## src/rtl/gen_reg_file_pkg.sv

```systemverilog
// Shared defaults and helpers for the general register file slice:
// index width derivation, IR field positions and the selection source type.
package gen_reg_file_pkg;

    localparam int DEF_WIDTH    = 32;
    localparam int DEF_NREGS    = 16;
    localparam int DEF_IR_WIDTH = 32;
    localparam int DEF_RA_LSB   = 23;
    localparam int DEF_RB_LSB   = 19;
    localparam int DEF_RC_LSB   = 15;
    localparam int DEF_C_WIDTH  = 19;

    typedef enum logic [1:0] {
        SRC_NONE = 2'd0,
        SRC_RA   = 2'd1,
        SRC_RB   = 2'd2,
        SRC_RC   = 2'd3
    } sel_src_e;

    // Register index width; never narrower than one bit.
    function automatic int idx_width(input int nregs);
        return (nregs <= 2) ? 1 : $clog2(nregs);
    endfunction

endpackage

```

## src/rtl/gen_reg_file_if.sv

```systemverilog
// Control, bus and read-port bundle between the control unit/datapath and the
// general register file.
interface gen_reg_file_if
    import gen_reg_file_pkg::*;
#(
    parameter int WIDTH    = DEF_WIDTH,
    parameter int IR_WIDTH = DEF_IR_WIDTH,
    parameter int RW       = idx_width(DEF_NREGS)
) ();
    logic [IR_WIDTH-1:0] ir;
    logic                gra;
    logic                grb;
    logic                grc;
    logic                rin;
    logic                rout;
    logic                baout;
    logic                pend_set;
    logic [WIDTH-1:0]    bus_in;
    logic [RW-1:0]       rd2_idx;
    logic [WIDTH-1:0]    bus_out;
    logic                bus_out_en;
    logic [WIDTH-1:0]    rd2_data;
    logic                stall;
    logic                illegal_sel;
    logic [WIDTH-1:0]    c_sign_extended;

    modport master (
        output ir, gra, grb, grc, rin, rout, baout, pend_set, bus_in, rd2_idx,
        input  bus_out, bus_out_en, rd2_data, stall, illegal_sel, c_sign_extended
    );

    modport slave (
        input  ir, gra, grb, grc, rin, rout, baout, pend_set, bus_in, rd2_idx,
        output bus_out, bus_out_en, rd2_data, stall, illegal_sel, c_sign_extended
    );
endinterface

```

## src/rtl/gen_sel_encode.sv

```systemverilog
// Register select/encode: gr* priority, Ra/Rb/Rc extraction, range check and
// one-hot write, read and pending-set enables.
module gen_sel_encode
    import gen_reg_file_pkg::*;
#(
    parameter int NREGS    = DEF_NREGS,
    parameter int IR_WIDTH = DEF_IR_WIDTH,
    parameter int RA_LSB   = DEF_RA_LSB,
    parameter int RB_LSB   = DEF_RB_LSB,
    parameter int RC_LSB   = DEF_RC_LSB,
    parameter int RW       = idx_width(DEF_NREGS)
) (
    input  logic [IR_WIDTH-1:0] ir,
    input  logic                gra,
    input  logic                grb,
    input  logic                grc,
    input  logic                rin,
    input  logic                rout,
    input  logic                baout,
    input  logic                pend_set,
    output logic [RW-1:0]       sel_idx,
    output logic                sel_valid,
    output logic                illegal_sel,
    output logic [NREGS-1:0]    wr_en,
    output logic [NREGS-1:0]    rd_en,
    output logic [NREGS-1:0]    pend_en
);
    // One extra bit so the range compare is meaningful when NREGS is a power of 2.
    localparam logic [RW:0] NREGS_W = (RW+1)'(NREGS);

    sel_src_e src_s;
    logic     unused_ir_s;

    assign unused_ir_s = ^ir;

    // Field source priority and index extraction.
    always_comb begin
        src_s = SRC_NONE;
        if (gra) begin
            src_s = SRC_RA;
        end else if (grb) begin
            src_s = SRC_RB;
        end else if (grc) begin
            src_s = SRC_RC;
        end else begin
            src_s = SRC_NONE;
        end
        case (src_s)
            SRC_RA:  sel_idx = ir[RA_LSB +: RW];
            SRC_RB:  sel_idx = ir[RB_LSB +: RW];
            SRC_RC:  sel_idx = ir[RC_LSB +: RW];
            default: sel_idx = {RW{1'b0}};
        endcase
        illegal_sel = (src_s != SRC_NONE) && ({1'b0, sel_idx} >= NREGS_W);
        sel_valid   = (src_s != SRC_NONE) && !illegal_sel;
    end

    // One-hot enables; an illegal or absent selection hits nothing.
    always_comb begin
        wr_en   = {NREGS{1'b0}};
        rd_en   = {NREGS{1'b0}};
        pend_en = {NREGS{1'b0}};
        for (int i = 0; i < NREGS; i++) begin
            wr_en[i]   = sel_valid && (sel_idx == RW'(i)) && rin;
            rd_en[i]   = sel_valid && (sel_idx == RW'(i)) && (rout || baout);
            pend_en[i] = sel_valid && (sel_idx == RW'(i)) && pend_set;
        end
    end

endmodule

```

## src/rtl/gen_reg_file.sv

```systemverilog
// Parametrised general register file: NREGS x WIDTH array with bus read/write,
// second read port with optional bypass, load-pending scoreboard and C-field extension.
module gen_reg_file
    import gen_reg_file_pkg::*;
#(
    parameter int WIDTH    = DEF_WIDTH,
    parameter int NREGS    = DEF_NREGS,
    parameter int IR_WIDTH = DEF_IR_WIDTH,
    parameter int RA_LSB   = DEF_RA_LSB,
    parameter int RB_LSB   = DEF_RB_LSB,
    parameter int RC_LSB   = DEF_RC_LSB,
    parameter int C_WIDTH  = DEF_C_WIDTH,
    parameter int ZERO_R0  = 1,
    parameter int BYPASS   = 1
) (
    input logic            clk,
    input logic            clr,
    gen_reg_file_if.slave  bus
);
    localparam int RW = idx_width(NREGS);

    if (C_WIDTH > WIDTH || C_WIDTH < 1) begin : g_bad_c_width
        $error("gen_reg_file: C_WIDTH must be in 1..WIDTH");
    end
    if (NREGS < 2 || NREGS > 32) begin : g_bad_nregs
        $error("gen_reg_file: NREGS must be in 2..32");
    end

    logic [WIDTH-1:0] reg_q [NREGS];
    logic [WIDTH-1:0] reg_d [NREGS];
    logic [NREGS-1:0] pend_q;
    logic [NREGS-1:0] pend_d;

    logic [RW-1:0]    sel_idx_s;
    logic             sel_valid_s;
    logic             illegal_s;
    logic [NREGS-1:0] wr_en_s;
    logic [NREGS-1:0] rd_en_s;
    logic [NREGS-1:0] pend_en_s;
    logic [WIDTH-1:0] bus_rd_s;
    logic [WIDTH-1:0] rd2_s;
    logic             rd2_pend_s;
    logic [WIDTH-1:0] c_ext_s;

    // Gating the selects with clr forces every status output low during reset.
    gen_sel_encode #(
        .NREGS(NREGS), .IR_WIDTH(IR_WIDTH), .RA_LSB(RA_LSB),
        .RB_LSB(RB_LSB), .RC_LSB(RC_LSB), .RW(RW)
    ) u_sel (
        .ir(bus.ir), .gra(bus.gra & clr), .grb(bus.grb & clr), .grc(bus.grc & clr),
        .rin(bus.rin), .rout(bus.rout), .baout(bus.baout), .pend_set(bus.pend_set),
        .sel_idx(sel_idx_s), .sel_valid(sel_valid_s), .illegal_sel(illegal_s),
        .wr_en(wr_en_s), .rd_en(rd_en_s), .pend_en(pend_en_s)
    );

    // Next state: a pend_set on the same edge as a write keeps the register pending.
    always_comb begin
        for (int i = 0; i < NREGS; i++) begin
            reg_d[i]  = wr_en_s[i] ? bus.bus_in : reg_q[i];
            pend_d[i] = pend_en_s[i] | (pend_q[i] & ~wr_en_s[i]);
        end
    end

    // Register array and scoreboard state.
    always_ff @(posedge clk or negedge clr) begin
        if (!clr) begin
            for (int i = 0; i < NREGS; i++) begin
                reg_q[i] <= {WIDTH{1'b0}};
            end
            pend_q <= {NREGS{1'b0}};
        end else begin
            reg_q  <= reg_d;
            pend_q <= pend_d;
        end
    end

    // Read muxes for the bus and port 2.
    always_comb begin
        bus_rd_s   = {WIDTH{1'b0}};
        rd2_s      = {WIDTH{1'b0}};
        rd2_pend_s = 1'b0;
        for (int i = 0; i < NREGS; i++) begin
            bus_rd_s   = bus_rd_s |
                         ((rd_en_s[i] && !((ZERO_R0 != 0) && (i == 0) && bus.baout))
                          ? reg_q[i] : {WIDTH{1'b0}});
            rd2_s      = rd2_s | ((bus.rd2_idx == RW'(i)) ? reg_q[i] : {WIDTH{1'b0}});
            rd2_pend_s = rd2_pend_s | ((bus.rd2_idx == RW'(i)) && pend_q[i]);
        end
        if ((BYPASS != 0) && (|wr_en_s) && (sel_idx_s == bus.rd2_idx)) begin
            rd2_s = bus.bus_in;
        end else begin
            rd2_s = rd2_s;
        end
    end

    if (C_WIDTH == WIDTH) begin : g_c_full
        assign c_ext_s = bus.ir[C_WIDTH-1:0];
    end else begin : g_c_ext
        assign c_ext_s = {{(WIDTH-C_WIDTH){bus.ir[C_WIDTH-1]}}, bus.ir[C_WIDTH-1:0]};
    end

    assign bus.bus_out         = bus_rd_s;
    assign bus.bus_out_en      = |rd_en_s;
    assign bus.rd2_data        = rd2_s;
    assign bus.stall           = (|(rd_en_s & pend_q)) | rd2_pend_s;
    assign bus.illegal_sel     = illegal_s;
    assign bus.c_sign_extended = clr ? c_ext_s : {WIDTH{1'b0}};

    logic unused_sel_valid_s;
    assign unused_sel_valid_s = sel_valid_s;

endmodule

```

## src/flat_wrapper.sv

```systemverilog
// flat-port wrapper written by rule: the top's interface ports become plain ports
module gen_reg_file_flat import gen_reg_file_pkg::*;
#(
    parameter int WIDTH    = DEF_WIDTH,
    parameter int NREGS    = DEF_NREGS,
    parameter int IR_WIDTH = DEF_IR_WIDTH,
    parameter int RA_LSB   = DEF_RA_LSB,
    parameter int RB_LSB   = DEF_RB_LSB,
    parameter int RC_LSB   = DEF_RC_LSB,
    parameter int C_WIDTH  = DEF_C_WIDTH,
    parameter int ZERO_R0  = 1,
    parameter int BYPASS   = 1
)
  (clk, clr, bus_ir, bus_gra, bus_grb, bus_grc, bus_rin, bus_rout, bus_baout, bus_pend_set, bus_bus_in, bus_rd2_idx, bus_bus_out, bus_bus_out_en, bus_rd2_data, bus_stall, bus_illegal_sel, bus_c_sign_extended);
  gen_reg_file_if #(.WIDTH(WIDTH), .IR_WIDTH(IR_WIDTH), .RW(4)) bus_i ();
  input logic clk;
  input logic clr;
  input wire logic [$bits(bus_i.ir)-1:0] bus_ir;
  input wire logic [$bits(bus_i.gra)-1:0] bus_gra;
  input wire logic [$bits(bus_i.grb)-1:0] bus_grb;
  input wire logic [$bits(bus_i.grc)-1:0] bus_grc;
  input wire logic [$bits(bus_i.rin)-1:0] bus_rin;
  input wire logic [$bits(bus_i.rout)-1:0] bus_rout;
  input wire logic [$bits(bus_i.baout)-1:0] bus_baout;
  input wire logic [$bits(bus_i.pend_set)-1:0] bus_pend_set;
  input wire logic [$bits(bus_i.bus_in)-1:0] bus_bus_in;
  input wire logic [$bits(bus_i.rd2_idx)-1:0] bus_rd2_idx;
  output wire logic [$bits(bus_i.bus_out)-1:0] bus_bus_out;
  output wire logic [$bits(bus_i.bus_out_en)-1:0] bus_bus_out_en;
  output wire logic [$bits(bus_i.rd2_data)-1:0] bus_rd2_data;
  output wire logic [$bits(bus_i.stall)-1:0] bus_stall;
  output wire logic [$bits(bus_i.illegal_sel)-1:0] bus_illegal_sel;
  output wire logic [$bits(bus_i.c_sign_extended)-1:0] bus_c_sign_extended;
  assign bus_i.ir = bus_ir;
  assign bus_i.gra = bus_gra;
  assign bus_i.grb = bus_grb;
  assign bus_i.grc = bus_grc;
  assign bus_i.rin = bus_rin;
  assign bus_i.rout = bus_rout;
  assign bus_i.baout = bus_baout;
  assign bus_i.pend_set = bus_pend_set;
  assign bus_i.bus_in = bus_bus_in;
  assign bus_i.rd2_idx = bus_rd2_idx;
  assign bus_bus_out = bus_i.bus_out;
  assign bus_bus_out_en = bus_i.bus_out_en;
  assign bus_rd2_data = bus_i.rd2_data;
  assign bus_stall = bus_i.stall;
  assign bus_illegal_sel = bus_i.illegal_sel;
  assign bus_c_sign_extended = bus_i.c_sign_extended;
  gen_reg_file #(.WIDTH(WIDTH), .NREGS(NREGS), .IR_WIDTH(IR_WIDTH), .RA_LSB(RA_LSB), .RB_LSB(RB_LSB), .RC_LSB(RC_LSB), .C_WIDTH(C_WIDTH), .ZERO_R0(ZERO_R0), .BYPASS(BYPASS)) u_core (.clk(clk), .clr(clr), .bus(bus_i));
endmodule
```

## config.mk

```make
export PLATFORM = sky130hd
export DESIGN_NAME = gen_reg_file_flat
export DESIGN_NICKNAME = d
export VERILOG_FILES = /design/src/rtl/gen_reg_file_pkg.sv /design/src/rtl/gen_reg_file_if.sv /design/src/rtl/gen_sel_encode.sv /design/src/rtl/gen_reg_file.sv /design/src/flat_wrapper.sv
export SDC_FILE = /design/constraint.sdc
export NUM_CORES = 1
export LEC_CHECK = 0
export BUFFER_PORTS_ARGS = -buffer_cell sky130_fd_sc_hd__clkbuf_2
export CORE_ASPECT_RATIO = 1.4
export CORE_MARGIN = 5
export CORE_UTILIZATION = 50
export DETAILED_ROUTE_END_ITERATION = 8
export PLACE_DENSITY_LB_ADDON = 0.15
export SETUP_SLACK_MARGIN = 0.05
export SYNTH_ARGS = -nofsm -noshare
export SYNTH_HDL_FRONTEND = slang
export SYNTH_SLANG_ARGS = --single-unit
```

## constraint.sdc

```tcl
create_clock -name clk -period 3.65 [get_ports clk]
set_input_delay 0.73 -clock clk [delete_from_list [all_inputs] [get_ports clk]]
set_output_delay 0.73 -clock clk [all_outputs]
set_load 0.01 [all_outputs]
```

; ---- After elaboration in Yosys (flattened, before gate mapping)
; Cells that the tools add are included.
[totals]
regBits = 528
in_bits = 77
out_inout_bits = 99
elab_cells = 277
[classes]
eq_ne = 34
n_mux = 38
bitwise_logic = 98
n_reduce_logical = 90
[op_table]
columns = cell, count
row1 = 32-bit 2-to-1 mux, 34
row2 = 32-bit OR, 30
row3 = 1-bit logical AND, 82
row4 = 4-bit equality test (second input constant), 16
row5 = 16-bit OR reduction, 3
row6 = 4-bit by 3-bit equality test with 1-bit output (second input constant), 8
row7 = 1-bit OR, 32
row8 = 1-bit AND, 19
row9 = 16-bit AND, 1
row10 = 4-bit by 2-bit equality test with 1-bit output (second input constant), 4
row11 = 1-bit inverter, 16
row12 = 4-bit case mux with 3 select lines, 1
row13 = 4-bit by 1-bit equality test with 1-bit output (second input constant), 2
row14 = 4-bit logical NOT, 2
row15 = 2-bit 2-to-1 mux, 3
row16 = 2-bit equality test (second input constant), 2
row17 = 4-bit equality test, 1
row18 = 2-bit by 1-bit equality test with 1-bit output (second input constant), 1
row19 = 2-bit nonzero test, 1
row20 = 1-bit logical NOT, 1
row21 = 1-bit logical OR, 1

; ---- Longest topological paths before layout
; Gate-level depths: netlist of run 1.
[logic_depth]
word_depth = 26
mapped_depth = 12
depth_no_buf = 7

; ---- Hierarchy
; Synthesis of run 1 repeated with hierarchy kept, for this count alone.
[unflattened]
hier_cells = 2405
hier_area_um2 = 28124.5
[by_module_without_submodules]
columns = module, n_inst, cells_each, area_each_um2, seq_area_each_um2
row1 = gen_reg_file, 1, 2300, 27396.3, 13212.7
row2 = gen_sel_encode, 1, 105, 728.2, 0.0

; ---- Least setup slack after synthesis of run 1
; Ideal clock, no wire load.
[synth_path]
path_type = in2out
startpoint = in bus_gra
endpoint = out bus_stall
arrival_time_ns = 2.807
t_required_ns = 2.920
slack_ns = 0.113
stages = 11
path_buffers = 4
path_cell_list = buf_4 -> nor4bb_1 -> buf_2 -> a221o_1 -> and3_1 -> buf_2 -> and2_1 -> buf_2 -> a22oi_2 -> nand2_1 -> or4_1
[synth_between]
elab_chain_cells = 10
elab_cells_between_ends = 58
cone_classes = eq/ne (18) / mux (2) / bitwise (3) / reduce/logical (35)
[synth_rtl]
columns = item, line_no
row1 = start: declaration, flat_wrapper.sv:19  ; input wire logic [$bits(bus_i.gra)-1:0] bus_gra;
row2 = 1-bit AND (*), gen_reg_file.sv:50  ; .ir(bus.ir), .gra(bus.gra & clr), .grb(bus.grb & clr), .grc(bus.grc & clr),
row3 = 2-bit 2-to-1 mux (*), gen_sel_encode.sv:39  ; if (gra) begin
row4 = 2-bit equality test / 2-bit by 1-bit equality test with 1-bit output (equally long branches), gen_sel_encode.sv:48  ; case (src_s)
row5 = 4-bit case mux with 3 select lines, gen_sel_encode.sv:48
row6 = "4-bit by 1-bit equality test with 1-bit output, or another cell as far along", gen_sel_encode.sv:65  ; rd_en[i] = sel_valid && (sel_idx == RW'(i)) && (rout || baout);
row7 = 1-bit logical AND (2 in series), gen_sel_encode.sv:65
row8 = 16-bit AND (*), gen_reg_file.sv:105  ; assign bus.stall = (|(rd_en_s & pend_q)) | rd2_pend_s;
row9 = 16-bit OR reduction (*), gen_reg_file.sv:105
row10 = 1-bit OR (*), gen_reg_file.sv:105
row11 = end: declaration, flat_wrapper.sv:31  ; output wire logic [$bits(bus_i.stall)-1:0] bus_stall;
; Mark *: on every way between the ends. The rest lies on a longest branch, timed or not.

; ---- Final worst setup path of run 1
[layout_path]
startpoint = in bus_grc
endpoint = out bus_bus_out[4]
[layout_between]
elab_chain_cells = 26
elab_cells_between_ends = 89
cone_classes = eq/ne (18) / mux (20) / bitwise (16) / reduce/logical (35)
[layout_rtl]
columns = item, line_no
row1 = start: declaration, flat_wrapper.sv:21  ; input wire logic [$bits(bus_i.grc)-1:0] bus_grc;
row2 = 1-bit AND (*), gen_reg_file.sv:50
row3 = 2-bit 2-to-1 mux (*), gen_sel_encode.sv:43  ; end else if (grc) begin
row4 = 2-bit 2-to-1 mux (*), gen_sel_encode.sv:41  ; end else if (grb) begin
row5 = 2-bit 2-to-1 mux (*), gen_sel_encode.sv:39
row6 = 2-bit equality test / 2-bit by 1-bit equality test with 1-bit output (equally long branches), gen_sel_encode.sv:48
row7 = 4-bit case mux with 3 select lines, gen_sel_encode.sv:48
row8 = 4-bit logical NOT, gen_sel_encode.sv:65
row9 = 1-bit logical AND (2 in series), gen_sel_encode.sv:65
row10 = 1-bit logical AND, gen_reg_file.sv:84  ; ((rd_en_s[i] && !((ZERO_R0 != 0) && (i == 0) && bus.baout))
row11 = 32-bit 2-to-1 mux, gen_reg_file.sv:85  ; ? reg_q[i] : {WIDTH{1'b0}});
row12 = 32-bit OR (14 in series), gen_reg_file.sv:83  ; bus_rd_s = bus_rd_s |
row13 = 32-bit OR (*), gen_reg_file.sv:83
row14 = end: declaration, flat_wrapper.sv:28  ; output wire logic [$bits(bus_i.bus_out)-1:0] bus_bus_out;
; Marks and branches as above.

==> impl_metrics.py, run 1 <==
metrics = {
    "global_route": {
        "grt_overflow": 0,
        "grt_max_degree": 180,
        "grt_pass1_vias": 23600,
        "antenna_found_initial": 1,
        "grt_pass1_wl_mm": 159,
        "track_usage_pct": 36.7,
    },
    "power_and_ir_drop": {
        "vdd_drop_max_v": 0.000437,
        "power_density_nw_per_um2": 525,
        "total_power_uw": 17600,
        "power.leakage_uw": 0.0147,
    },
    "setup_path": {
        "r2r_cells": 1,
        "reg2reg_from": "u_core.reg_q[454]",
        "slowest_delay_ps": 380,
        "path_buf_inv": 6,
        "r2r_end": "u_core.reg_q[454]",
        "path_max_fanout": 6,
        "arrival_ps": 3140,
        "required_ps": 2920,
        "critPathKind": "input port to primary output",
        "end_kind": "primary output",
        "cp_slowest_cell": "o311a_4",
        "crit_family": "simple AND/OR/NAND/NOR gates",
        "start_kind": "input port",
        "path_cells": "buf_8 -> buf_6 -> and3b_2 -> o311a_4 -> buf_6 -> and3_4 -> and2_4 -> buf_12 -> buf_6 -> a222oi_1 -> nand4_1 -> buf_2",
        "worst_path_most_repeated_cell": "buf_6",
        "rrSetupSlack_ps": 2830,
    },
    "timing": {
        "rsz0062_at_grt": "yes",
        "final.min_clock_period_ps": 3870,
        "tns_ps": -8330,
        "max_slew_margin_pct": 27.4,
        "fin_ws_ps": -217,
        "hold_viol": 0,
        "max_freq_mhz": 259,
        "tightest_slew_ps": 1090,
        "drv_slew": 0,
        "period_share_pct": 106,
        "fin_skew_ps": 0,
        "setup_viol": 65,
    },
    "placement": {
        "port_buffers": 169,
        "dpl.hpwl_mm": 64.8,
        "dp.cells": 3021,
        "gp_congestion": 0.936,
    },
    "drt": {
        "avgViaCountPerCell": 7.28,
        "vias": 23200,
        "routed_wl_mm": 110,
        "first_iter_violations": 3159,
        "drtPass1Iterations": 9,
        "drtAntennaViolNets": 0,
        "drc": 1,
        "wl_per_cell_um": 34.6,
    },
    "die": {
        "dieArea_sq_um": 58000,
        "rows": 100,
        "die_w_um": 205,
        "start_util_pct": 50.3,
        "pin_count": 176,
        "die_y_um": 283,
        "placeableCoreArea_sq_um": 52900,
    },
    "synth": {
        "synth_mux_area_share_pct": 23.0,
        "synth_seq_cells": 528,
        "synth-async-reset-ratio_pct": 100,
        "syn_area_sq_um": 26600,
        "syn_avg_cell_area_sq_um": 12.6,
        "synth_compound_area_share_pct": 17.7,
        "synthSimpleGateAreaFrac_pct": 5.35,
        "synthCells": 2117,
        "syn_nets": 2194,
        "synthFlopType": "dfrtp_1",
        "synth_top_family_by_area": "multiplexers",
        "ys_top_cells_by_area": "dfrtp_1 (50%), mux2_2 (23%), a221oi_1 (5.7%)",
        "synth_cell_types": 62,
        "synth_top_area_share_pct": 49.6,
        "synth.yosys.seq_area_share_pct": 49.6,
        "synthAdderAreaFrac_pct": 0,
        "yosys.area_share.xor_xnor_pct": 0.132,
        "synth_enable_flop_cells": 0,
        "synth_top_cell_by_area": "dfrtp_1",
        "ys_warn_count": 0,
    },
    "cells_and_area": {
        "synthToLayoutAreaGrowth_pct": 26.1,
        "fill_cells": 4066,
        "post-route-util_pct": 63.4,
        "finalNonFillerCells": 3184,
        "drive_above_1_share_pct": 51.5,
        "multiInputGateArea_sq_um": 13100,
        "register_area_sq_um": 13200,
        "nets": 2508,
        "antenna_cells": 0,
    },
    "clock_tree": {
        "cts.clk_slew.worst_paths_ps": 60,
        "cts_made_buffers": 51,
        "htree_levels": 2,
        "cts_tree": "yes",
        "clock_latency_ps": 610,
        "cts_root_buffer": "clkbuf_16",
        "numClockSinks": 528,
        "clockBufferDepth": 3,
    },
    "run": {
        "drv_cap": 0,
    },
    "status": {
        "violations": "DRC, setup timing",
        "status": "complete, but fails checks",
    },
    "worst_hold_path": {
        "hp-class": "input port to asynchronous set/reset pin",
    },
}
-- report_power, final --
part           internal, uW  switching, uW
sequential             7280           1370
combinational          1890           1560
clock                  3130           2370
total                 12300           5310
-- stage by stage --
step	instance area, sq um	setup WS (ps)	hold slack (ps)
detailed placement	30100	-400	520
global placement	30100	-363	511
floorplan	26600	113	434
global route	33600	-249	139
CTS	33000	-168	120
finish	33600	-217	136
-- cells by family after synthesis --
| group | count (synthesis) |
|---|---|
| AND/OR/NAND/NOR | 246 |
| multiplexers | 544 |
| other | 1 |
| buffers and inverters | 236 |
| XOR/XNOR | 4 |
| AO/OA/AOI/OAI | 558 |
| flip-flops | 528 |
-- repair_timing --
| item | CTS | global route |
|---|---|---|
| setup buffers | 33 | 33 |
| hold buffers | 0 | 0 |
| setup endpoints to repair | 65 | 65 |
| pin swaps | 78 | 71 |
| endpoints found under the hold margin | 0 | 0 |
| gates resized for setup | 163 | 88 |
| gates cloned | 7 | 2 |
-- flip-flops by register name, indices dropped and copies added, names as in the netlist --
signal and count:
u_core.pend_q 16, u_core.reg_q 512
-- final cells by class --
| type | instances | area share (%) |
|---|---|---|
| multi-input combinational | 1353 | 39.1 |
| clock buffer | 79 | 4.62 |
| tap | 714 | 2.66 |
| timing repair buffer | 486 | 13.6 |
| clock inverter | 13 | 0.481 |
| inverter | 11 | 0.123 |
| sequential | 528 | 39.4 |
-- layout by cell type (no fill, tap or decap), drive strengths merged, types with 4 or more instances in the layout --
cell type	n
clkbuf	226
and2	36
dfrtp	528
nand2b	10
and3	26
o22ai	5
and4b	4
buf	339
a221oi	174
nand4b	7
o21ai	10
a32o	4
a22oi	146
inv	13
nand2	34
a22o	164
o2bb2ai	10
and4	6
nor3	7
a222oi	26
clkinv	7
nor2	31
nand4	55
mux2	544
nand3	17
-- routing by layer --
metal	wire, um	global-route usage, %	share of wire [%]	vias up
met1	38700	45.8	35	11700
met4	9290	23.5	8.4	2
met2	49600	56.4	45	1814
met5	7	0	0.0063	-
met3	12700	9.77	12	636
li1	-	-	-	9012
-- how the worst max path moves through the flow --
stage          cells after the start     from               to
6_report                          12  bus_grc   bus_bus_out[4]
4_1_cts                           13  bus_grc  bus_rd2_data[3]
5_1_grt                           12  bus_grc  bus_bus_out[30]
3_3_place_gp                      12  bus_grb   bus_bus_out[4]
3_5_place_dp                      12  bus_grb   bus_bus_out[4]
2_1_floorplan                     11  bus_gra        bus_stall
-- synthesized netlist by cell type, types with 3 or more instances --
cell type,instances
a32o_1,4
clkbuf_1,116
nor3_1,6
inv_1,11
buf_1,8
a22oi_1,144
xnor2_1,3
buf_2,69
and2_1,33
dfrtp_1,528
a22o_1,164
nand2b_1,10
buf_6,8
and3_1,25
buf_4,24
nand4b_1,7
nand2_1,34
and4b_1,4
nor2_1,31
a222oi_1,26
a221oi_1,172
o21ai_0,9
mux2_2,543
o2bb2ai_1,10
nand4_1,55
o22ai_1,5
and4_1,6
nand3_1,17
Note: power is estimated with default switching activity, not from simulation.
==> run 2: changes to the inputs <==
- SKIP_LAST_GASP: not set -> 1
==> impl_metrics.py, run 2 (synthesis gave the netlist of run 1 again) <==
metrics = {
    "status": {
        "status": "complete, but fails checks",
        "violations": "setup timing",
    },
    "setup_path": {
        "required_ps": 2920,
        "start_kind": "input port",
        "arrival_ps": 3130,
        "r2r_end": "u_core.reg_q[46]",
        "reg2reg_from": "u_core.reg_q[46]",
        "end_kind": "primary output",
        "slowest_delay_ps": 340,
        "crit_family": "simple AND/OR/NAND/NOR gates",
        "path_cells": "buf_8 -> buf_6 -> and3b_2 -> o311a_4 -> buf_6 -> nor3_4 -> and2_4 -> buf_12 -> buf_4 -> a22oi_2 -> and4_1 -> nand3_2 -> buf_6",
        "worst_path_most_repeated_cell": "buf_6",
        "cp_num_cells": 13,
        "cp_slowest_cell": "o311a_4",
        "rrSetupSlack_ps": 2830,
        "endpoint": "bus_bus_out[9]",
        "path_max_fanout": 7,
        "r2r_cells": 1,
        "path_buf_inv": 6,
        "crit_start": "bus_grc",
        "critPathKind": "input port to primary output",
    },
    "global_route": {
        "globalRouteMet3Util_pct": 9.99,
        "grt_pass1_vias": 23600,
        "grt_util_met1_pct": 45.8,
        "grt.met2_usage_pct": 56.0,
        "grt_max_degree": 180,
        "grt_overflow": 0,
        "antenna_found_initial": 1,
        "grt_pass1_wl_mm": 159,
        "track_usage_pct": 36.7,
        "busiest_layer": "met2",
    },
    "power_and_ir_drop": {
        "p_switching_uw": 5310,
        "vdd_drop_max_v": 0.000433,
        "seq_power_share_pct": 49.0,
        "power.leakage_uw": 0.0148,
        "power_density_nw_per_um2": 525,
        "p_comb_share_pct": 19.7,
        "total_power_uw": 17600,
        "p_int_uw": 12300,
        "switching_share_pct": 30.1,
        "clkPwrFrac_pct": 31.3,
    },
    "timing": {
        "max_freq_mhz": 259,
        "final.min_clock_period_ps": 3860,
        "max_slew_margin_pct": 25.5,
        "period_share_pct": 106,
        "tightest_slew_ps": 1120,
        "drv_slew": 0,
        "rsz0062_at_grt": "yes",
        "setup_viol": 65,
        "fin_ws_ps": -210,
        "fin_skew_ps": 0,
        "hold_viol": 0,
        "hold_slack_ps": 133,
    },
    "drt": {
        "drc": 0,
        "first_iter_violations": 3078,
        "avgViaCountPerCell": 7.26,
        "wl_per_cell_um": 34.7,
        "vias": 23100,
        "drtAntennaViolNets": 0,
        "drtPass1Iterations": 7,
        "routed_wl_mm": 110,
    },
    "clock_tree": {
        "cts_made_buffers": 51,
        "numClockSinks": 528,
        "cts_tree": "yes",
        "cts_root_buffer": "clkbuf_16",
        "cts.clk_slew.worst_paths_ps": 60,
        "htree_levels": 2,
        "clockBufferDepth": 3,
        "clock_latency_ps": 610,
        "hold_buffers": 0,
    },
    "die": {
        "dieArea_sq_um": 58000,
        "start_util_pct": 50.3,
        "die_w_um": 205,
        "rows": 100,
        "placeableCoreArea_sq_um": 52900,
        "pin_count": 176,
        "die_y_um": 283,
    },
    "cells_and_area": {
        "regMostFlops": "u_core.reg_q",
        "drive_above_1_share_pct": 51.1,
        "layout_commonest_cell": "mux2_2",
        "synthToLayoutAreaGrowth_pct": 26.1,
        "reg_top3": "u_core.reg_q (512), u_core.pend_q (16)",
        "nets": 2508,
        "largest_register_ff_count": 512,
        "finalNonFillerCells": 3185,
        "layout_common_cells": "mux2_2 (542), dfrtp_1 (528), buf_4 (193), a22o_1 (164), a221oi_1 (142)",
        "fill_cells": 4067,
    },
    "worst_hold_path": {
        "hp-class": "input port to asynchronous set/reset pin",
    },
    "placement": {
        "port_buffers": 169,
        "dpl.hpwl_mm": 64.8,
        "gp_congestion": 0.936,
        "dp.cells": 3021,
    },
    "run": {
        "drv_cap": 0,
    },
}
[run 2: final cells by class]
cell class	instances	area, sq um	area share [%]
Clock inverter	13	161	0.481
Sequential cell	528	13200	39.3
Multi-Input combinational cell	1353	13100	39.0
Tap cell	714	893	2.66
Clock buffer	79	1550	4.62
Antenna cell	1	2.50	0.00745
Inverter	11	41.3	0.123
Timing Repair Buffer	486	4630	13.8
[run 2: what timing repair did]
action,4_1_cts,5_1_grt
gates cloned,7,3
pin swaps,72,62
buffers inserted,33,30
gates resized for setup,136,119
endpoints found under the setup margin,65,65
[run 2: worst min path at each step]
| stage | slack [ps] | to | start |
|---|---|---|---|
| final | 130 | u_core.reg_q[19] | clr |
| after detailed placement | 520 | u_core.reg_q[252] | u_core.reg_q[252] |
| after CTS | 120 | u_core.reg_q[365] | clr |
| after global placement | 510 | u_core.reg_q[254] | u_core.reg_q[254] |
| after floorplan | 430 | u_core.pend_q[0] | clr |
| after global routing | 140 | u_core.reg_q[333] | clr |
[run 2: per-layer routing]
layer | part of all wire [%] | vias up | routed length, um
met2 | 45 | 1829 | 49600
li1 | - | 9010 | -
met3 | 12 | 626 | 12800
met5 | 0.011 | - | 12
met1 | 35 | 11700 | 38700
met4 | 8.4 | 2 | 9300
[run 2: metrics by stage]
step	utilization [%]	setup WS (ps)	setup TNS, ps	instance area, sq um
after floorplan	-	113	0	26600
after global placement	56.8	-363	-16030	30100
after detailed placement	56.8	-400	-17420	30100
after CTS	62.1	-168	-7140	32900
after global routing	63.4	-240	-11550	33600
final	63.5	-210	-7700	33600
[run 2: power by group through the flow]
stage	logic (uW)	clock network (uW)	registers, uW
after floorplan	2120	0	8150
after global placement	3120	0	8520
after detailed placement	3210	0	8580
after CTS	3350	5530	8510
after global routing	3710	5770	8750
final	3470	5520	8640
==> run 3: changes to the inputs <==
- SYNTH_HIERARCHICAL: not set -> 1
==> impl_metrics.py, run 3 <==
metrics = {
    "die": {
        "die_y_um": 291,
        "start_util_pct": 50.6,
        "rows": 102,
        "pin_count": 176,
        "dieArea_sq_um": 61100,
        "placeableCoreArea_sq_um": 55500,
        "die_w_um": 210,
    },
    "cells_and_area": {
        "layout_commonest_cell": "dfrtp_1",
        "antenna_cells": 0,
        "largest_register_ff_count": 512,
        "finalNonFillerCells": 3492,
        "reg_top3": "u_core/reg_q (512), u_core/pend_q (16)",
        "register_area_sq_um": 13200,
        "post-route-util_pct": 63.7,
        "nets": 2801,
        "synthToLayoutAreaGrowth_pct": 25.8,
        "layout_common_cells": "dfrtp_1 (528), mux2_2 (526), a22oi_1 (274), buf_4 (265), clkbuf_2 (134)",
        "finalInstanceArea_sq_um": 35400,
        "multiInputGateArea_sq_um": 14500,
        "regMostFlops": "u_core/reg_q",
        "fill_cells": 4449,
        "drive_above_1_share_pct": 46.3,
    },
    "clock_tree": {
        "clock_latency_ps": 600,
        "cts_root_buffer": "clkbuf_16",
        "numClockSinks": 528,
        "cts_made_buffers": 53,
        "hold_buffers": 0,
        "cts.clk_slew.worst_paths_ps": 60,
        "htree_levels": 2,
        "cts_tree": "yes",
        "clockBufferDepth": 3,
    },
    "worst_hold_path": {
        "hp-class": "input port to asynchronous set/reset pin",
    },
    "run": {
        "drv_cap": 0,
    },
    "placement": {
        "postPlaceCellArea_sq_um": 32000,
        "dpl.hpwl_mm": 76.9,
        "gp_congestion": 0.944,
        "port_buffers": 169,
        "dp.cells": 3329,
    },
    "setup_path": {
        "path_cells": "clkbuf_2 -> and2_4 -> nand3b_1 -> a22o_4 -> inv_8 -> buf_4 -> buf_6 -> nor4_4 -> buf_4 -> a22o_1 -> a221oi_2 -> o311ai_2 -> a2111oi_2 -> o221ai_2 -> buf_2",
        "start_kind": "input port",
        "slowest_delay_ps": 350,
        "end_kind": "primary output",
        "worst_path_most_repeated_cell": "buf_4",
        "path_max_fanout": 6,
        "cp_slowest_cell": "a2111oi_2",
        "critPathKind": "input port to primary output",
        "required_ps": 2920,
        "arrival_ps": 3350,
        "rrSetupSlack_ps": 2820,
        "r2r_cells": 1,
    },
    "synth": {
        "synthCells": 2404,
        "ys_warn_count": 6,
        "syn_avg_cell_area_sq_um": 11.7,
        "syn_nets": 2481,
        "syn_area_sq_um": 28100,
    },
    "global_route": {
        "grt_overflow": 0,
        "grt_max_degree": 171,
        "track_usage_pct": 39.3,
        "grt_pass1_wl_mm": 178,
        "grt_pass1_vias": 25500,
        "antenna_found_initial": 0,
    },
    "timing": {
        "setup_viol": 66,
        "period_share_pct": 112,
        "fin_ws_ps": -427,
        "max_slew_margin_pct": 22.1,
        "hold_viol": 0,
        "tightest_slew_ps": 1170,
        "drv_slew": 0,
        "rsz0062_at_grt": "yes",
        "final.min_clock_period_ps": 4080,
        "fin_skew_ps": 0,
        "tns_ps": -21370,
        "max_freq_mhz": 245,
    },
    "drt": {
        "avgViaCountPerCell": 7.24,
        "routed_wl_mm": 124,
        "drtPass1Iterations": 8,
        "vias": 25300,
        "wl_per_cell_um": 35.5,
        "drc": 0,
        "drtAntennaViolNets": 0,
        "first_iter_violations": 4066,
    },
    "power_and_ir_drop": {
        "power_density_nw_per_um2": 597,
        "vdd_drop_max_v": 0.000510,
        "power.leakage_uw": 0.0153,
        "total_power_uw": 21100,
    },
    "status": {
        "violations": "setup timing",
        "status": "complete, but fails checks",
    },
}
==> run 3: timing repair <==
item / 4_1_cts / 5_1_grt
gates cloned: 10 / 0
buffers inserted: 38 / 21
setup endpoints to repair: 66 / 66
pin swaps: 11 / 18
endpoints found under the hold margin: 0 / 0
resized for setup: 154 / 61
==> run 3: where the power goes <==
part / switching, uW / internal [uW]
combinational: 2550 / 3040
clock: 2430 / 3320
sequential: 1860 / 7910
==> run 3: path summary, 6_finish.rpt <==
path | from | end
setup / recovery | bus_grb | bus_stall
setup reg to reg | u_core/reg_q[258] | u_core/reg_q[258]
min in group clk | u_core/pend_q[10] | u_core/pend_q[10]
hold / removal | clr | u_core/reg_q[511]
max in group asynchronous | clr | u_core/reg_q[168]
hold reg to reg | u_core/pend_q[10] | u_core/pend_q[10]
==> run 3: worst max-delay path, delay by kind of cell <==
kind,cells,cell delay [ps]
AND/OR/NAND/NOR,3,410
AO/OA/AOI/OAI,6,1420
buffers and inverters,6,770
==> run 3: layout make-up <==
| class | instances | area share, % |
|---|---|---|
| timing repair buffer | 536 | 13.5 |
| tap | 728 | 2.58 |
| clock inverter | 18 | 0.665 |
| timing repair inverter | 2 | 0.0425 |
| inverter | 26 | 0.347 |
| clock buffer | 77 | 4.43 |
| sequential | 528 | 37.4 |
| multi-input combinational | 1577 | 41.1 |
==> run 3: through the flow <==
stage          hold slack, ps  setup WS [ps]
4_1_cts                   264           -374
6_report                  259           -427
3_3_place_gp              494           -528
3_5_place_dp              500           -659
2_1_floorplan             434           40.1
5_1_grt                   313           -501
==> run 3: metal layers <==
metal  share of wire [%]  track usage (%)  up-vias
met4                 8.5             25.7        0
met1                  36             50.2    12800
li1                    -                -     9941
met2                  45             59.8     1954
met3                  11             8.99      624
met5                   0                0        -
